$ cat config.mk
export PLATFORM = sky130hd
export DESIGN_NAME = alarm_timer
export DESIGN_NICKNAME = d
export VERILOG_FILES = /design/src/rtl/alarm_timer_pkg.sv /design/src/rtl/alarm_timer_one_hz_divider.sv /design/src/rtl/alarm_timer.sv
export SDC_FILE = /design/constraint.sdc
export NUM_CORES = 1
export LEC_CHECK = 0
export ABC_AREA = 1
export BUFFER_PORTS_ARGS = -buffer_cell sky130_fd_sc_hd__clkbuf_2
export CORE_ASPECT_RATIO = 2
export CORE_UTILIZATION = 40
export DETAILED_ROUTE_END_ITERATION = 10
export PLACE_DENSITY = 0.57
export SLEW_MARGIN = 20
export SYNTH_ARGS = -nofsm -noshare
export SYNTH_HDL_FRONTEND = slang
export SYNTH_SLANG_ARGS = --single-unit
$ cat constraint.sdc
create_clock -name clock -period 1.7 [get_ports clock]
set_input_delay 0.085 -clock clock [delete_from_list [all_inputs] [get_ports clock]]
set_output_delay 0.085 -clock clock [all_outputs]
set_load 0.02 [all_outputs]
$ cat src/rtl/alarm_timer_pkg.sv
// Shared definitions for the alarm timer: interval encodings, default
// period lengths in seconds and the timer state type.
package alarm_timer_pkg;

    localparam logic [1:0] INT_ARM       = 2'b00;
    localparam logic [1:0] INT_DRIVER    = 2'b01;
    localparam logic [1:0] INT_PASSENGER = 2'b10;
    localparam logic [1:0] INT_ALARM     = 2'b11;

    localparam logic [3:0] DEF_ARM       = 4'd6;
    localparam logic [3:0] DEF_DRIVER    = 4'd8;
    localparam logic [3:0] DEF_PASSENGER = 4'd15;
    localparam logic [3:0] DEF_ALARM     = 4'd10;

    typedef enum logic [1:0] {
        ST_IDLE  = 2'd0,
        ST_COUNT = 2'd1,
        ST_DONE  = 2'd2
    } timer_state_t;

    // Power-up / reset period for a given interval selector.
    function automatic logic [3:0] default_period(input logic [1:0] sel);
        logic [3:0] val;
        val = DEF_ARM;
        case (sel)
            INT_ARM:       val = DEF_ARM;
            INT_DRIVER:    val = DEF_DRIVER;
            INT_PASSENGER: val = DEF_PASSENGER;
            INT_ALARM:     val = DEF_ALARM;
            default:       val = DEF_ARM;
        endcase
        return val;
    endfunction

endpackage

$ cat src/rtl/alarm_timer_one_hz_divider.sv
// one_hz_divider: free-running prescaler counting 0..CLK_FREQ-1.
// tick is high while the count sits on its last value; restart forces the
// count back to 0 so the next wrap is a full CLK_FREQ cycles away.
module one_hz_divider #(
    parameter int CLK_FREQ = 50_000_000
) (
    input  logic clock,
    input  logic reset,
    input  logic restart,
    output logic tick
);
    localparam int CW = (CLK_FREQ > 2) ? $clog2(CLK_FREQ) : 1;
    localparam logic [CW-1:0] LAST = CW'(CLK_FREQ - 1);

    logic [CW-1:0] r_cnt;

    // Prescaler count: wraps at LAST, restarts on request.
    always_ff @(posedge clock or negedge reset) begin
        if (!reset) begin
            r_cnt <= '0;
        end else if (restart || (r_cnt == LAST)) begin
            r_cnt <= '0;
        end else begin
            r_cnt <= r_cnt + CW'(1);
        end
    end

    assign tick = (r_cnt == LAST);

endmodule

$ cat src/rtl/alarm_timer.sv
// alarm_timer: seconds countdown for the vehicle alarm FSM.
// Optional feature macro ALARM_TIMER_REPROG_EN: when defined the four
// period parameters are writable registers; otherwise they are constants
// and the reprogram inputs are ignored.
module alarm_timer
    import alarm_timer_pkg::*;
#(
    parameter int CLK_FREQ = 50_000_000
) (
    input  logic       clock,
    input  logic       reset,
    input  logic       start_timer,
    input  logic [1:0] interval,
    input  logic       reprogram,
    input  logic [1:0] time_param_sel,
    input  logic [3:0] time_value,
    output logic       expired,
    output logic       one_hz_enable,
    output logic [3:0] time_left
);
    timer_state_t r_state;
    logic [3:0]   r_time_left;
    logic         r_expired;
    logic         r_one_hz;
    logic [1:0]   r_int_lat;
    logic [3:0]   w_load_val;
    logic         w_load;
    logic         w_wrap;

`ifdef ALARM_TIMER_REPROG_EN
    logic [3:0] r_param [4];

    // Period parameters: reset to defaults, rewritten by a reprogram pulse.
    always_ff @(posedge clock or negedge reset) begin
        if (!reset) begin
            for (int i = 0; i < 4; i++) begin
                r_param[i] <= default_period(2'(i));
            end
        end else if (reprogram) begin
            r_param[time_param_sel] <= time_value;
        end
    end

    // Loads read the pre-update value, so a same-edge reprogram is not seen.
    assign w_load_val = r_param[interval];
`else
    logic w_unused_reprog;
    assign w_unused_reprog = ^{reprogram, time_param_sel, time_value};
    assign w_load_val      = default_period(interval);
`endif

    // A load happens when leaving IDLE, or on an interval handover while running.
    assign w_load = start_timer && ((r_state == ST_IDLE) || (r_int_lat != interval));

    one_hz_divider #(
        .CLK_FREQ(CLK_FREQ)
    ) u_divider (
        .clock  (clock),
        .reset  (reset),
        .restart(w_load),
        .tick   (w_wrap)
    );

    // Registered one-second strobe; a wrap coinciding with a load is dropped.
    always_ff @(posedge clock or negedge reset) begin
        if (!reset) begin
            r_one_hz <= 1'b0;
        end else begin
            r_one_hz <= w_wrap && !w_load;
        end
    end

    // Timer FSM: start_timer low wins, then loads, then the countdown.
    always_ff @(posedge clock or negedge reset) begin
        if (!reset) begin
            r_state     <= ST_IDLE;
            r_time_left <= 4'd0;
            r_expired   <= 1'b0;
            r_int_lat   <= INT_ARM;
        end else begin
            r_expired <= 1'b0;
            if (!start_timer) begin
                r_state     <= ST_IDLE;
                r_time_left <= 4'd0;
            end else if (w_load) begin
                r_state     <= ST_COUNT;
                r_time_left <= w_load_val;
                r_int_lat   <= interval;
            end else begin
                case (r_state)
                    ST_COUNT: begin
                        // A zero-length period finishes without waiting for a tick.
                        if ((r_time_left == 4'd0) || (w_wrap && (r_time_left == 4'd1))) begin
                            r_time_left <= 4'd0;
                            r_expired   <= 1'b1;
                            r_state     <= ST_DONE;
                        end else if (w_wrap) begin
                            r_time_left <= r_time_left - 4'd1;
                        end
                    end
                    default: begin
                        r_state <= r_state;
                    end
                endcase
            end
        end
    end

    assign expired       = r_expired;
    assign one_hz_enable = r_one_hz;
    assign time_left     = r_time_left;

endmodule

Word-level counts from Yosys, hierarchy flattened. Index checks and enable logic that the tools add are counted.

Register bits: 36. Latch bits: 0. Bits in writable memories: 0. Bits in read-only memories: 0. Bits of input ports: 12. Output and inout port bits: 6. Word-level logic and storage cells: 46. Memories: 0.

$add $sub $neg: 2. Multipliers: 0. Divide/modulo/power cells: 0. $lt $le $gt $ge: 0. Equal/unequal tests: 10. Shifts and indexed selects: 0. Mux-type cells: 15. Bitwise operators: 0. Reduce and logical (&&, ||, !) cells: 13.

Operators by type and width (count): adder 26 x 1 -> 26 bit, second input constant (1); == test 26 bit, second input constant (1); two-way mux 26 bit (1); two-way mux 4 bit (5); case mux 4 bit (4 select lines) (1); two-way mux 2 bit (4); != test 3 x 1 -> 1 bit, second input constant (2); AND reduction 2 bit (3); == test 2 x 1 -> 1 bit, second input constant (2); == test 2 bit, second input constant (2); == test 4 x 1 -> 1 bit, second input constant (1); zero test 2 bit (2); zero test 4 bit (1); two-way mux 1 bit (4); != test 4 x 1 -> 1 bit, second input constant (1); subtractor 4 x 1 -> 4 bit, second input constant (1); logical AND 1 bit (3); logical OR 1 bit (3); != test 2 bit (1); zero test 1 bit (1).

Logic depth before layout (Yosys ltp). Gate-level depths: netlist of run 1.

Word-level depth: 7. Depth in mapped cells: 11.

Hierarchy. Synthesis of run 1 repeated with hierarchy kept, for this count alone.

Cell total of the unflattened synthesis: 323. Area, all modules: 2297.2 µm².

Modules (own cells, without submodules): one_hz_divider (instances 1, cells each 228, area each 1589.0 µm², seq. area each 650.6 µm²); alarm_timer (instances 1, cells each 95, area each 708.2 µm², seq. area each 250.2 µm²).

Worst setup path before layout of run 1. Ideal clock, no wire load.

Path type: reg2reg. From: register u_divider.r_cnt[0]. To: register u_divider.r_cnt[24]. Arrival: 1313 ps. Data required time: 1580 ps. Setup slack: 267 ps. Stages on the path, launching flop included: 11. Path buffers: 0. Cell sequence: dfrtp_1 ha_1 nand2_1 nor2_1 nand2_1 nor2_2 nand2_2 inv_2 nand3_1 nor2_1 nor3b_2.

Longest elaborated chain between the ends: 3.

Ends and longest elaborated chain: from (decl) (RTL line alarm_timer_one_hz_divider.sv:15) `logic [CW-1:0] r_cnt;`; from (signal assigned) (RTL line alarm_timer_one_hz_divider.sv:24) `r_cnt <= r_cnt + CW'(1);`; branches (longest 2 deep; another with adder 26 x 1 -> 26 bit); two-way mux 26 bit (*) (RTL line alarm_timer_one_hz_divider.sv:21) `end else if (restart || (r_cnt == LAST)) begin`.

Mark *: on every way between the ends. A chain may end at the register's enable or synchronous reset.

Worst setup path after layout of run 1.
From: register u_divider.r_cnt[1]. To: register u_divider.r_cnt[24].

Same word-level chain as after synthesis.

==> results of run 1 <==
## synthesized netlist by cell type
master	n
nor3_2	3
o21bai_1	1
nand2_4	6
nor3b_2	6
nor2_2	6
o21ai_1	2
nand2_1	58
nand2_2	3
xnor2_1	5
and3_1	1
nand4_1	5
inv_1	30
nand3_1	23
nor2_1	59
a211oi_1	1
o21ai_0	1
nand3_2	1
o21a_1	1
a211oi_2	1
a21oi_1	6
a31oi_1	2
dfrtp_1	36
inv_2	4
xor2_1	8
ha_1	4
nor2_4	1
nor3_1	6
buf_6	2
nor3b_1	1
## layout by cell type, fill, tap and decap left out, drive strengths merged
master	n
nand2	67
nor2	66
dfrtp	36
inv	34
nand3	24
clkbuf	17
buf	13
nor3	9
xor2	8
nor3b	7
a21oi	6
nand4	5
xnor2	5
ha	4
o21ai	3
a31oi	2
a211oi	2
and3	1
o21a	1
o21bai	1
dlygate4sd3	1
## what timing repair did
action,in CTS,in global routing
gates resized for setup,0,6
hold buffers,1,0
endpoints found under the hold margin,17,0
endpoints found under the setup margin,0,9
## cell families after synthesis
group | share of synthesized area [%]
simple gates | 40.2
buf+inv | 6.86
flops | 41.2
compound gates | 4.23
xor+xnor | 5.21
fa+ha+maj | 2.29
## per-stage QoR
stage	std cells	TNS [ns]	total power (W)	utilization, %
2_1_floorplan	283	0	0.00126	-
6_report	370	0	0.00207	49.0
3_5_place_dp	362	0	0.00142	46.5
3_3_place_gp	362	0	0.00141	46.5
5_1_grt	370	-0.000885	0.00217	49.0
4_1_cts	370	0	0.00209	48.5
## final cells by class
cell class / count / area [um^2] / share of cell area (%)
flip-flops and latches: 36 / 901 / 35.5
clock buffers: 7 / 96.3 / 3.79
multi-input cells: 211 / 1160 / 45.6
repair buffers: 24 / 183 / 7.19
inverters: 34 / 130 / 5.12
well taps: 58 / 72.6 / 2.86
## where the power goes
group	switching, W	internal (W)	total, W	leakage [nW]
sequential	0.0000433	0.000905	0.000949	0.491
combinational	0.000283	0.000174	0.000457	0.646
clock	0.000300	0.000361	0.000661	0.0503
total	0.000627	0.00144	0.00207	1.19
## per-layer routing
metal	GRT usage (%)	wire length, um	vias to the layer above
li1	-	-	955
met1	18.3	1750	864
met2	42.1	3170	33
met3	3.26	98	16
met4	11.9	236	0
met5	0	0	-
## registers in the layout, indices dropped and copies added, names as in the netlist
| name | count |
|---|---|
| expired | 1 |
| u_divider.r_cnt | 26 |
| r_int_lat | 2 |
| one_hz_enable | 1 |
| r_state | 2 |
| time_left | 4 |
## how the worst min path moves through the flow
stage | start | end | slack, ns | cells past startpoint
2_1_floorplan | reset | expired$_DFF_PN0_ | -0.21 | 0
3_3_place_gp | reset | u_divider.r_cnt[13]$_DFF_PN0_ | 0.08 | 1
6_report | interval[0] | r_int_lat[0]$_DFFE_PN0P_ | 0.13 | 3
5_1_grt | interval[0] | r_int_lat[0]$_DFFE_PN0P_ | 0.14 | 3
4_1_cts | interval[0] | r_int_lat[0]$_DFFE_PN0P_ | 0.13 | 3
3_5_place_dp | reset | u_divider.r_cnt[13]$_DFF_PN0_ | 0.08 | 1
## worst min-delay path, delay by kind of cell
family / cells / cell delay, ns
compound gates: 1 / 0.09
buf+inv: 2 / 0.19
==> reports/qor.txt, run 1 <==
latest clock arrival within the worst-skew pair - 0.28 ns
post-route cell area - 2540 um^2
total I/O pin count - 18
layout cells sized above 1 - 20.5%
Syn Inst Count - 283
WP buf/inv - 1
grt total ovfl - 0
critical path arrival - 1.72 ns
placed cell areas - 2410 um^2
DR pass1 iterations - 4
period utilisation layout - 91.3%
GRT Total Usage - 21.5%
drt total wl - 5.26 mm
CTS sink cnt - 36
CP Capture Type - flop
RSZ-0062 raised after global routing - true
Hold Violations, Final - 0
WHS - 0.128 ns
total number of vias - 1868
die area - 5790 um^2
Yosys cell types - 29
FF+latch count, synth - 36
post-synth top area share - 41.2%
leakage - 1.19 nW
Peak Freq - 644 MHz
WP depth - 10
pwr/cell area - 814 nW/um^2
CTS tree - yes
most used cell, CP - nand2_2
Ys Warns - 0
path depth of the worst reg2reg path - 10
clock transition at the registers of the reported paths - 0.07 ns
Synth area leaders - dfrtp_1 41%, nor2_1 10%, nand2_1 10%, nand3_1 5.3%, inv_1 5.1%
slowest CP cell - dfrtp_1
CTS buffer count - 5
pre-CTS setup slack - 0.0764 ns
Final Critical Period - 1.55 ns
slew at the pin with the worst max-slew slack - 0.493 ns
Clock Root Buffer - clkbuf_8
CP endpoint - u_divider.r_cnt[24]$_DFF_PN0_
crit path launch - u_divider.r_cnt[1]$_DFF_PN0_
initial antenna violation count - 0
setup ws final - 0.148 ns
Hold/Removal Path Class - input pin to flop
Clock Skew - 0.00582 ns
Layout Nets - 328
Worst Path Required - 1.87 ns
R2R Setup Slk - 0.15 ns
vias in the first global route - 1981
critical path's top delay family - simple AND/OR/NAND/NOR gates
element type at the critical path start - flop
reg2reg start - u_divider.r_cnt[1]$_DFF_PN0_
CP Cell Sequence - ha_2, nand2_1, nor2_2, nand2_2, nor2_4, nand2_2, inv_4, nand3_1, nor2_1, nor3b_2
starting density of the core - 42.2%
Final setup violation count - 0
largest net degree at the start of global routing - 20
FILL cells - 538
antenna-violating nets left - 0
overall die height - 107 um
Residual DRC - 0
first-pass GRT wire length - 8.72 mm
Die W - 54.3 um
sequential fraction of the synthesis area - 41.2%
Initial DRC Count - 39
Setup CP Type - flop to flop
Syn Nets - 299
average routed wire per standard cell - 14.2 um
outcome - finished, final reports clean
Placer Congestion - 0.893
CP max stage delay - 0.35 ns
Slew Limit Fails - 0
R2R Path End - u_divider.r_cnt[24]$_DFF_PN0_
syn_area_per_cell - 7.73 um^2
Core ar. - 5180 um^2
H-tree levels - 2
vias per std cell - 5.05
maxcap violations - 0
Post-Syn Area - 2190 um^2
HPWL Detailed - 4.34 mm
row count - 37
Max clock buf depth - 2
input/output buffers - 10
area delta synth->final - 16.1%
post-CTS setup buffer count - 0
maximum VDD drop - 0.686 mV
slew margin rel. - 67.1%
crit path max fanout - 5
Ant. Diodes - 0
Yosys top cell by area - dfrtp_1
No activity file was read; power rests on OpenSTA's default activity.
==> run 2, diff against run 1 <==
--- a/config.mk
+++ b/config.mk
@@ -8,6 +8,7 @@
 export ABC_AREA = 1
 export BUFFER_PORTS_ARGS = -buffer_cell sky130_fd_sc_hd__clkbuf_2
 export CORE_ASPECT_RATIO = 2
+export CORE_MARGIN = 2
 export CORE_UTILIZATION = 40
 export DETAILED_ROUTE_END_ITERATION = 10
 export PLACE_DENSITY = 0.57
==> reports/qor.txt, run 2 (synthesis gave the netlist of run 1 again) <==
critical path arrival - 1.78 ns (was 1.72 ns)
HPWL Detailed - 4.23 mm (was 4.34 mm)
most common cell after layout, fill and taps aside - nor2_1 (unchanged)
Final Non-Filler Cells - 375 (was 370)
grt total ovfl - 0 (unchanged)
die area - 6110 um^2 (was 5790 um^2)
row count - 38 (was 37)
Worst Path Required - 1.89 ns (was 1.87 ns)
met2 WL - 3.08 mm (was 3.17 mm)
met3 WL - 101 um (was 98 um)
placed cell areas - 2410 um^2 (unchanged)
top sig layer - met4 (unchanged)
FILL cells - 568 (was 538)
initial antenna violation count - 0 (unchanged)
Placer Congestion - 0.894 (was 0.893)
DR pass1 iterations - 4 (unchanged)
Layout Nets - 331 (was 328)
Die W - 56.3 um (was 54.3 um)
slew at the pin with the worst max-slew slack - 0.316 ns (was 0.493 ns)
Hold Violations, Final - 0 (unchanged)
vias in the first global route - 1814 (was 1981)
area delta synth->final - 15.1% (was 16.1%)
Max clock buf depth - 2 (unchanged)
Post-Place Cells - 367 (was 362)
latest clock arrival within the worst-skew pair - 0.29 ns (was 0.28 ns)
Slew Limit Fails - 0 (unchanged)
maxcap violations - 0 (unchanged)
element type at the critical path start - flop (unchanged)
Power Total - 0.00196 W (was 0.00207 W)
Final Critical Period - 1.59 ns (was 1.55 ns)
Initial DRC Count - 38 (was 39)
slew margin rel. - 78.8% (was 67.1%)
total number of vias - 1848 (was 1868)
H-tree levels - 2 (unchanged)
Ant. Diodes - 0 (unchanged)
input/output buffers - 10 (unchanged)
CP Capture Type - flop (unchanged)
Clock Skew - 0.00370 ns (was 0.00582 ns)
leakage - 1.18 nW (was 1.19 nW)
Peak Freq - 629 MHz (was 644 MHz)
clock transition at the registers of the reported paths - 0.07 ns (about the same)
slowest CP cell - dfrtp_1 (unchanged)
period utilisation layout - 93.5% (was 91.3%)
most frequent cells in the layout - 58 x nor2_1, 57 x nand2_1, 36 x dfrtp_1, 30 x inv_1, 23 x nand3_1 (unchanged)
CTS buffer count - 5 (unchanged)
antenna-violating nets left - 0 (unchanged)
Setup CP Type - flop to flop (unchanged)
Clock Root Buffer - clkbuf_8 (unchanged)
average routed wire per standard cell - 13.5 um (was 14.2 um)
outcome - finished, final reports clean (unchanged)
layout cells sized above 1 - 21.6% (was 20.5%)
M1 WL - 1.72 mm (was 1.75 mm)
Final setup violation count - 0 (unchanged)
vias per std cell - 4.93 (was 5.05)
GRT Total Usage - 18.7% (was 21.5%)
max reg flops - 26 (unchanged)
Hold/Removal Path Class - input pin to flop (unchanged)
Largest Register - u_divider.r_cnt (unchanged)
CTS tree - yes (unchanged)
setup ws final - 0.111 ns (was 0.148 ns)
maximum VDD drop - 0.707 mV (was 0.686 mV)
overall die height - 109 um (was 107 um)
first-pass GRT wire length - 8.33 mm (was 8.72 mm)
Core ar. - 5370 um^2 (was 5180 um^2)
total I/O pin count - 18 (unchanged)
pre-CTS setup slack - 0.0622 ns (was 0.0764 ns)
CP max stage delay - 0.36 ns (was 0.35 ns)
post-route cell area - 2520 um^2 (was 2540 um^2)
starting density of the core - 40.7% (was 42.2%)
WHS - 0.112 ns (was 0.128 ns)
CTS sink cnt - 36 (unchanged)
pwr/cell area - 780 nW/um^2 (was 814 nW/um^2)
Residual DRC - 0 (unchanged)
CP Cell Sequence - ha_2, nand2_1, nor2_2, nand2_2, nor2_2, nand2_2, inv_4, nand3_1, nor2_1, nor3b_2 (was ha_2, nand2_1, nor2_2, nand2_2, nor2_4, nand2_2, inv_4, nand3_1, nor2_1, nor3b_2)
crit path max fanout - 4 (was 5)
drt total wl - 5.08 mm (was 5.26 mm)
largest net degree at the start of global routing - 18 (was 20)
## run 2: worst paths after layout
check                                        startpoint                            end  slack [ns]  cells after the start
setup / recovery           u_divider.r_cnt[1]$_DFF_PN0_  u_divider.r_cnt[24]$_DFF_PN0_        0.11                     10
hold / removal                              interval[0]       r_int_lat[0]$_DFFE_PN0P_        0.11                      3
setup reg to reg           u_divider.r_cnt[1]$_DFF_PN0_  u_divider.r_cnt[24]$_DFF_PN0_        0.11                     10
hold reg to reg                r_int_lat[0]$_DFFE_PN0P_       r_int_lat[0]$_DFFE_PN0P_        0.52                      2
max in group asynchronous                         reset       time_left[2]$_DFFE_PN0P_        1.06                      3
min in group asynchronous                         reset  u_divider.r_cnt[10]$_DFF_PN0_        0.17                      2
## run 2: routing by layer
| metal | up-vias | track usage, % |
|---|---|---|
| li1 | 957 | - |
| met1 | 852 | 15.8 |
| met2 | 28 | 38.3 |
| met3 | 11 | 3.71 |
| met4 | 0 | 10.0 |
| met5 | - | 0 |
## run 2: timing repair
item,in CTS,in global routing
endpoints found under the setup margin,0,8
hold buffers,1,0
buffers inserted,0,0
resized for setup,0,6
hold endpoints to repair,36,0
## run 2: stage by stage
stage	utilization [%]	TNS (ns)
after floorplan	-	0
after global placement	44.9	0
after detailed placement	44.9	0
after CTS	46.5	0
after global routing	46.9	-0.00714
final	46.9	0
## run 2: layout make-up
type | instances | area [um^2] | area share (%)
Multi-Input combinational cell | 211 | 1150 | 45.8
Clock inverter | 1 | 5.00 | 0.199
Timing Repair Buffer | 27 | 180 | 7.16
Clock buffer | 6 | 72.6 | 2.88
Sequential cell | 36 | 901 | 35.8
Tap cell | 60 | 75.1 | 2.98
Inverter | 34 | 130 | 5.17
## run 2: power by group
| part | leakage, nW | total (W) | internal [W] | switching [W] |
|---|---|---|---|---|
| Combinational | 0.653 | 0.000442 | 0.000168 | 0.000274 |
| Sequential | 0.491 | 0.000953 | 0.000906 | 0.0000466 |
| Clock | 0.0410 | 0.000569 | 0.000278 | 0.000291 |
## run 2: critical path, delay by kind of cell (launching register included)
| family | cells | cell delay [ns] |
|---|---|---|
| buffers and inverters | 1 | 0.09 |
| AND/OR/NAND/NOR | 8 | 0.81 |
| flip-flops | 1 | 0.36 |
| adder cells (fa/ha/maj) | 1 | 0.20 |
==> run 3, diff against run 2 <==
--- a/config.mk
+++ b/config.mk
@@ -7,11 +7,15 @@
 export LEC_CHECK = 0
 export ABC_AREA = 1
 export BUFFER_PORTS_ARGS = -buffer_cell sky130_fd_sc_hd__clkbuf_2
+export CELL_PAD_IN_SITES_DETAIL_PLACEMENT = 1
+export CELL_PAD_IN_SITES_GLOBAL_PLACEMENT = 2
 export CORE_ASPECT_RATIO = 2
 export CORE_MARGIN = 2
-export CORE_UTILIZATION = 40
+export CORE_UTILIZATION = 35
+export CTS_CLUSTER_DIAMETER = 60
 export DETAILED_ROUTE_END_ITERATION = 10
-export PLACE_DENSITY = 0.57
+export PLACE_DENSITY = 0.79
+export SETUP_SLACK_MARGIN = 0.3
 export SLEW_MARGIN = 20
 export SYNTH_ARGS = -nofsm -noshare
 export SYNTH_HDL_FRONTEND = slang
==> reports/qor.txt, run 3 (synthesis gave the netlist of run 1 again) <==
outcome - finished, final reports clean (unchanged)
pwr/cell area - 824 nW/um^2 (was 780 nW/um^2)
CP max stage delay - 0.40 ns (was 0.36 ns)
crit path max fanout - 3 (was 4)
period utilisation layout - 89.0% (was 93.5%)
CTS sink cnt - 36 (unchanged)
clock transition at the registers of the reported paths - 0.06 ns (was 0.07 ns)
Die W - 59.9 um (was 56.3 um)
setup_tns - 0 ns (unchanged)
input/output buffers - 10 (unchanged)
initial antenna violation count - 0 (unchanged)
pre-CTS setup slack - -0.0140 ns (was 0.0622 ns)
vias in the first global route - 2183 (was 1814)
Final Critical Period - 1.51 ns (was 1.59 ns)
most used cell, CP - nand2_4
total number of vias - 2024 (was 1848)
CTS tree - yes (unchanged)
CP Cell Sequence - ha_4, nand2_4, nor2_4, nand2_4, nor2_4, nand2_4, buf_6, nor2_2, nor2_1, a211oi_2 (was ha_2, nand2_1, nor2_2, nand2_2, nor2_2, nand2_2, inv_4, nand3_1, nor2_1, nor3b_2)
average routed wire per standard cell - 16.6 um (was 13.5 um)
most common cell after layout, fill and taps aside - nand2_1 (was nor2_1)
Layout Nets - 349 (was 331)
Core ar. - 6010 um^2 (was 5370 um^2)
drt total wl - 6.61 mm (was 5.08 mm)
Clock Root Buffer - clkbuf_16 (was clkbuf_8)
maxcap violations - 0 (unchanged)
latest clock arrival within the worst-skew pair - 0.29 ns (about the same)
placed cell areas - 2410 um^2 (about the same)
largest net degree at the start of global routing - 23 (was 18)
Clock Skew - 0.00432 ns (was 0.00370 ns)
HPWL Detailed - 5.06 mm (was 4.23 mm)
Placer Congestion - 0.806 (was 0.894)
Hold/Removal Path Class - input pin to flop (unchanged)
critical path's top delay family - simple AND/OR/NAND/NOR gates (unchanged)
post-route cell area - 3010 um^2 (was 2520 um^2)
die area - 6940 um^2 (was 6110 um^2)
Setup CP Type - flop to flop (unchanged)
RSZ-0062 raised after global routing - true
first-pass GRT wire length - 10.4 mm (was 8.33 mm)
max reg flops - 26 (unchanged)
Peak Freq - 661 MHz (was 629 MHz)
Slew Limit Fails - 0 (unchanged)
slew at the pin with the worst max-slew slack - 0.417 ns (was 0.316 ns)
antenna-violating nets left - 0 (unchanged)
Largest Register - u_divider.r_cnt (unchanged)
Final setup violation count - 0 (unchanged)
starting density of the core - 36.4% (was 40.7%)
grt total ovfl - 0 (unchanged)
WP buf/inv - 1 (unchanged)
maximum VDD drop - 0.610 mV (was 0.707 mV)
most frequent cells in the layout - 47 x nand2_1, 38 x nor2_1, 28 x dfrtp_1, 26 x buf_4, 22 x inv_1 (was 58 x nor2_1, 57 x nand2_1, 36 x dfrtp_1, 30 x inv_1, 23 x nand3_1)
Max clock buf depth - 2 (unchanged)
area delta synth->final - 37.6% (was 15.1%)
Hold Violations, Final - 0 (unchanged)
layout cells sized above 1 - 42.8% (was 21.6%)
Residual DRC - 0 (unchanged)
vias per std cell - 5.10 (was 4.93)
total I/O pin count - 18 (unchanged)
Final Non-Filler Cells - 397 (was 375)
WHS - 0.119 ns (was 0.112 ns)
Worst Path Required - 1.90 ns (was 1.89 ns)
Initial DRC Count - 36 (was 38)
row count - 40 (was 38)
H-tree levels - 2 (unchanged)
leakage - 1.42 nW (was 1.18 nW)
slowest CP cell - dfrtp_1 (unchanged)
setup ws final - 0.187 ns (was 0.111 ns)
critical path arrival - 1.71 ns (was 1.78 ns)
element type at the critical path start - flop (unchanged)
CP Capture Type - flop (unchanged)
GRT Total Usage - 20.7% (was 18.7%)
slew margin rel. - 72.2% (was 78.8%)
Ant. Diodes - 0 (unchanged)
DR pass1 iterations - 4 (unchanged)
Post-Place Cells - 367 (unchanged)
CTS buffer count - 5 (unchanged)
overall die height - 116 um (was 109 um)
-- run 3: worst reg2reg max path: cells and delay by family (launching register included) --
family	cells	cell delay [ns]
and+or+nand+nor	7	0.57
adders and majority gates	1	0.18
buffers and inverters	1	0.13
AOI/OAI and AO/OA	1	0.15
DFF	1	0.40
-- run 3: where the power goes --
group          leakage [nW]  total, W  switching (W)  internal, W
clock                0.0766  0.000959       0.000380     0.000578
combinational         0.862  0.000554       0.000331     0.000223
sequential            0.478  0.000969      0.0000594     0.000909
total                  1.42   0.00248       0.000771      0.00171
-- run 3: metrics by stage --
stage / utilization [%] / power [W]
5_1_grt: 50.1 / 0.00258
6_report: 50.1 / 0.00248
3_5_place_dp: 40.1 / 0.00142
4_1_cts: 44.2 / 0.00242
3_3_place_gp: 40.1 / 0.00140
2_1_floorplan: - / 0.00126
-- run 3: final timing paths --
| check | from | endpoint | slack (ns) | cells past startpoint |
|---|---|---|---|---|
| max | u_divider.r_cnt[0]$_DFF_PN0_ | u_divider.r_cnt[16]$_DFF_PN0_ | 0.19 | 10 |
| min in group asynchronous | reset | u_divider.r_cnt[13]$_DFF_PN0_ | 0.27 | 2 |
| max in group asynchronous | reset | time_left[1]$_DFFE_PN0P_ | 0.94 | 3 |
| min reg2reg | r_int_lat[0]$_DFFE_PN0P_ | r_int_lat[0]$_DFFE_PN0P_ | 0.51 | 2 |
| min | interval[0] | r_int_lat[0]$_DFFE_PN0P_ | 0.12 | 3 |
| max reg2reg | u_divider.r_cnt[0]$_DFF_PN0_ | u_divider.r_cnt[16]$_DFF_PN0_ | 0.19 | 10 |
-- run 3: cell type report --
type                    instances  area (um^2)
clock inverters                 2         10.0
clock buffers                   6          139
well taps                      63         78.8
fillers                       727         3000
inverters                      34          133
repair buffers                 45          367
multi-input cells             211         1370
flip-flops and latches         36          911
-- run 3: timing repair --
action | 4_1_cts | 5_1_grt
hold endpoints to repair | 14 | 0
pin swaps | 6 | 21
setup endpoints to repair | 34 | 36
gates resized for setup | 18 | 67
setup buffers | 3 | 18
hold buffers | 1 | 0
-- run 3: per-layer routing --
| metal | wire length (um) | up-vias | track usage, % |
|---|---|---|---|
| met3 | 95 | 12 | 2.79 |
| met5 | 0 | - | 0 |
| met4 | 208 | 0 | 11.1 |
| li1 | - | 994 | - |
| met2 | 4150 | 20 | 41.4 |
| met1 | 2160 | 998 | 18.3 |
